**src/rtl/order_sort_pkg.sv**
```systemverilog
// Shared constants for the 4-input leaf sorting network.
package order_sort_pkg;

    // Register stages between the input sample and the sorted output.
    localparam int ORDER_SORT_LATENCY       = 3;
    // Default word width of the sorter datapath.
    localparam int ORDER_SORT_DEFAULT_DSIZE = 8;

endpackage

```
**src/rtl/order_cmp_swap.sv**
```systemverilog
// Registered compare-exchange cell: lo receives the smaller word and hi the
// larger one. The comparison is unsigned over the full width. Equal words are
// never swapped.
module order_cmp_swap
    import order_sort_pkg::*;
#(
    parameter int DSIZE = ORDER_SORT_DEFAULT_DSIZE
) (
    input  logic             clock,
    input  logic             rst,
    input  logic [DSIZE-1:0] a,
    input  logic [DSIZE-1:0] b,
    output logic [DSIZE-1:0] lo,
    output logic [DSIZE-1:0] hi
);

    logic swap;

    assign swap = (a > b);

    // Capture the ordered pair; async reset clears both words.
    always_ff @(posedge clock or posedge rst) begin
        if (rst) begin
            lo <= '0;
            hi <= '0;
        end else begin
            lo <= swap ? b : a;
            hi <= swap ? a : b;
        end
    end

endmodule

```
**src/rtl/order_sort_4.sv**
```systemverilog
// Pipelined 4-input ascending sorter (5 compare-exchange cells, 3 stages).
// Optional feature macro: ORDER_SORT_VALID_EN adds in_valid/out_valid as a
// sideband qualifier delayed to match the data pipeline.
module order_sort_4
    import order_sort_pkg::*;
#(
    parameter int DSIZE = ORDER_SORT_DEFAULT_DSIZE
) (
    input  logic             clock,
    input  logic             rst,
    input  logic [DSIZE-1:0] indata0,
    input  logic [DSIZE-1:0] indata1,
    input  logic [DSIZE-1:0] indata2,
    input  logic [DSIZE-1:0] indata3,
    output logic [DSIZE-1:0] outdata0,
    output logic [DSIZE-1:0] outdata1,
    output logic [DSIZE-1:0] outdata2,
    output logic [DSIZE-1:0] outdata3
`ifdef ORDER_SORT_VALID_EN
    ,
    input  logic             in_valid,
    output logic             out_valid
`endif
);

    logic [DSIZE-1:0] lane0_p1, lane1_p1, lane2_p1, lane3_p1;
    logic [DSIZE-1:0] lane0_p2, lane1_p2, lane2_p2, lane3_p2;
    logic [DSIZE-1:0] lane0_p3, lane1_p3, lane2_p3, lane3_p3;

    // Stage 1: order each input pair, (0,1) and (2,3).
    order_cmp_swap #(.DSIZE(DSIZE)) u_cs_01 (
        .clock(clock), .rst(rst), .a(indata0), .b(indata1),
        .lo(lane0_p1), .hi(lane1_p1)
    );

    order_cmp_swap #(.DSIZE(DSIZE)) u_cs_23 (
        .clock(clock), .rst(rst), .a(indata2), .b(indata3),
        .lo(lane2_p1), .hi(lane3_p1)
    );

    // Stage 2: merge the pairs, which settles the global min and max.
    order_cmp_swap #(.DSIZE(DSIZE)) u_cs_02 (
        .clock(clock), .rst(rst), .a(lane0_p1), .b(lane2_p1),
        .lo(lane0_p2), .hi(lane2_p2)
    );

    order_cmp_swap #(.DSIZE(DSIZE)) u_cs_13 (
        .clock(clock), .rst(rst), .a(lane1_p1), .b(lane3_p1),
        .lo(lane1_p2), .hi(lane3_p2)
    );

    // Stage 3: order the two middle words.
    order_cmp_swap #(.DSIZE(DSIZE)) u_cs_12 (
        .clock(clock), .rst(rst), .a(lane1_p2), .b(lane2_p2),
        .lo(lane1_p3), .hi(lane2_p3)
    );

    // Stage 3 pass-through: min and max are already final, so they are only
    // delayed to stay aligned with the middle pair.
    always_ff @(posedge clock or posedge rst) begin
        if (rst) begin
            lane0_p3 <= '0;
            lane3_p3 <= '0;
        end else begin
            lane0_p3 <= lane0_p2;
            lane3_p3 <= lane3_p2;
        end
    end

    assign outdata0 = lane0_p3;
    assign outdata1 = lane1_p3;
    assign outdata2 = lane2_p3;
    assign outdata3 = lane3_p3;

`ifdef ORDER_SORT_VALID_EN
    // One flop per data stage. Data flops update every cycle regardless, so
    // the qualifier only rides alongside the data.
    logic [ORDER_SORT_LATENCY-1:0] vld_sr;

    // Shift the input qualifier through the stages; reset drops in-flight sets.
    always_ff @(posedge clock or posedge rst) begin
        if (rst) begin
            vld_sr <= '0;
        end else begin
            vld_sr <= {vld_sr[ORDER_SORT_LATENCY-2:0], in_valid};
        end
    end

    assign out_valid = vld_sr[ORDER_SORT_LATENCY-1];
`endif

endmodule

```
**config.mk**
```make
export PLATFORM = sky130hd
export DESIGN_NAME = order_sort_4
export DESIGN_NICKNAME = d
export VERILOG_FILES = /design/src/rtl/order_sort_pkg.sv /design/src/rtl/order_cmp_swap.sv /design/src/rtl/order_sort_4.sv
export SDC_FILE = /design/constraint.sdc
export NUM_CORES = 1
export LEC_CHECK = 0
export CORE_MARGIN = 2
export CORE_UTILIZATION = 55
export CTS_CLUSTER_DIAMETER = 40
export DETAILED_ROUTE_END_ITERATION = 8
export GPL_TIMING_DRIVEN = 0
export PLACE_DENSITY = 0.8
export SLEW_MARGIN = 20
export SYNTH_ARGS = -nofsm -noshare
export SYNTH_HDL_FRONTEND = slang
export SYNTH_HIERARCHICAL = 1
export SYNTH_SLANG_ARGS = --single-unit
export TNS_END_PERCENT = 100
```
**constraint.sdc**
```tcl
create_clock -name clock -period 2 [get_ports clock]
set_input_delay 0.3 -clock clock [delete_from_list [all_inputs] [get_ports clock]]
set_output_delay 0.3 -clock clock [all_outputs]
set_load 0.005 [all_outputs]
```
==> flow_summary.yaml <==
setup_path:
  reg2reg_slack_ns: 0.08
  critPathMaxFanout: 4
  slowest_delay_ns: 0.50
  cp-start-kind: "primary input"
  cp_top_family: "buffers and inverters"
  worstPathRequired_ns: 2.24
  worstPathCellList: "clkdlybuf4s50_1 > inv_1 > ha_1 > a21oi_2 > o21ai_4 > o22ai_4 > buf_4 > mux2_2"
  critPathSlowestCell: "clkdlybuf4s50_1"
  worst-setup-path-type: "in -> reg"
  end_kind: "register"
  cp.arrival_ns: 2.19
  crit_buf_inv: 3
power_and_ir_drop:
  internal_power_mw: 4.75
  netSwitchingFraction_pct: 27.2
  power_frac_clock_pct: 19.8
  power_frac_seq_pct: 41.2
  power_density_nw_per_um2: 1100
  ir_drop_mv: 0.492
  power_switching_mw: 1.77
  comb_power_share_pct: 39.0
  p_leak_nw: 2.84
detailed_routing:
  ant_nets: 0
  wl_mm: 7.99
  wl_per_cell_um: 15.3
  viasPerCell: 5.17
  first_pass_iters: 4
  drc: 0
  drtIter0Drc: 59
  vias: 2693
clock_tree:
  clock_latency_ns: 0.35
  numCtsBuffers: 9
  cts.reportedPaths.clkPinSlew_ns: 0.08
  cts_max_level: 3
  postCtsHoldBufs: 0
  cts_root_buf: "clkbuf_8"
  clock_path_buffers: 2
  cts_tree: "done"
  cts_sinks: 96
timing:
  drv_slew: 0
  fin_worst_skew_ns: 0.00746
  period_minus_slack_ns: 1.95
  worst_slew_pin_slew_ns: 0.632
  rsz0062_at_grt: "false"
  hold_violations: 0
  clock.fmax_mhz: 513
  slew_headroom_pct: 57.9
  fin_crit_sh_pct: 97.4
  setup_viol: 0
grt:
  track_usage_pct: 17.8
  grt_pass1_vias: 2773
  overflow: 0
  antenna_found_initial: 0
  grt_max_degree: 17
  grt_pass1_wl_mm: 13.2
synthesis:
  synth_edf_count: 0
  synth_fp_nets: 396
  ys_types: 17
  syn_inst: 322
  synth-main-ff-cell: "dfrtp_1"
  ys_seq_elements: 96
  async_flop_share_pct: 100
  yosysWarnings: 6
  seq_area_frac_synth_pct: 49.9
  synthTopCellsByArea: "dfrtp_1 (50%), mux2_4 (16%), ha_1 (10%)"
  yosysTopAreaCell: "dfrtp_1"
  syn_area_um2: 4810
  avgSynthCellArea_um2: 14.9
  synth_top_area_share_pct: 49.9
cells_and_area:
  drive_gt1_share_pct: 35.1
  layout_common_cells: "dfrtp_1 (96), clkdlybuf4s50_1 (65), mux2_4 (50), inv_1 (46), ha_1 (40)"
  fin_util_pct: 69.0
  diodes: 0
  area_growth_pct: 23.2
  final_common_cell: "dfrtp_1"
  final_cells: 521
  fin_nets: 483
  fillers: 607
floorplan:
  die_y_um: 97.5
  die_area_um2: 9510
  initial_utilization_pct: 56.0
  io_pins: 66
  rows: 34
  die_w_um: 97.5
  core_area_um2: 8590
placement:
  io_buffers: 65
  hpwl_mm: 6.48
  gp_congestion: 0.923
  placed_cells: 495
flow_run:
  drv_cap: 0
worst_hold_path:
  hold_path.class: "reg -> reg"
status:
  status: "completed"
-- path summary, 6_finish.rpt --
path | from | end | cells past startpoint
max | indata3[7] | u_cs_23/lo[2] | 8
min | u_cs_13/hi[1] | outdata3[1] | 0
max reg2reg | u_cs_13/lo[1] | u_cs_12/lo[5] | 7
min reg2reg | u_cs_13/hi[1] | outdata3[1] | 0
max in group asynchronous | rst | outdata0[7] | 2
min in group asynchronous | rst | u_cs_12/lo[0] | 2
-- final cells by class --
| class | count | area, µm² | area share, % |
|---|---|---|---|
| well taps | 108 | 135 | 2.28 |
| repair buffers | 76 | 758 | 12.8 |
| clock buffers | 11 | 131 | 2.22 |
| multi-input cells | 175 | 2160 | 36.4 |
| inverters | 46 | 173 | 2.91 |
| plain buffers | 5 | 100 | 1.69 |
| clock inverters | 4 | 70.1 | 1.18 |
| flip-flops and latches | 96 | 2400 | 40.5 |
-- cells by family after synthesis --
family	count (synthesis)	share of synthesized area, %
AO/OA/AOI/OAI	35	7.39
adder cells (fa/ha/maj)	40	10.4
buffers and inverters	51	5.67
flip-flops	96	49.9
multiplexers	80	22.6
AND/OR/NAND/NOR	20	3.95
-- registers in the layout (all words and copies together), names as in the netlist --
signal	count
u_cs_01/hi	8
u_cs_12/lo	8
u_cs_23/hi	8
u_cs_02/lo	8
u_cs_13/hi	8
u_cs_01/lo	8
u_cs_02/hi	8
outdata3	8
u_cs_23/lo	8
outdata0	8
u_cs_13/lo	8
u_cs_12/hi	8
-- per-layer routing --
layer | part of all wire, % | global-route usage [%]
met3 | 3.7 | 3.38
met5 | 0 | 0
met1 | 42 | 21.7
met2 | 52 | 30.3
met4 | 2.6 | 8.76
-- Yosys cell counts (4+ instances only) --
cell type / number
nand4_1: 5
mux2_2: 30
a21oi_2: 5
nand2_1: 5
o21ai_4: 4
buf_12: 5
mux2_4: 50
inv_1: 46
ha_1: 40
nor2b_4: 5
dfrtp_1: 96
o211ai_2: 5
nand4_2: 4
o22ai_4: 5
a21oi_1: 15
-- repair_timing --
item                                    4_1_cts  5_1_grt
endpoints found under the setup margin       50       56
setup buffers                                10        1
resized for setup                             2        4
pin swaps                                     5        0
-- metrics by stage --
step	instance area (µm²)	power [mW]	hold slack [ns]	TNS [ns]	setup slack (ns)
after floorplan	4810	4.25	0.214	0	0.157
after global placement	5600	5.04	0.332	-10.70	-0.385
after detailed placement	5600	5.13	0.336	-12.16	-0.424
after CTS	5900	6.56	0.354	0	0.0202
after global routing	5930	6.86	0.364	0	0.00318
final	5930	6.52	0.353	0	0.0522
-- power by group through the flow --
stage	clock, mW	combinational [mW]	sequential [mW]
CTS	1.32	2.54	2.70
detailed placement	0	2.39	2.74
global route	1.40	2.72	2.74
floorplan	0	1.57	2.68
finish	1.29	2.55	2.69
global placement	0	2.33	2.71
Note: power is estimated with default switching activity, not from simulation.
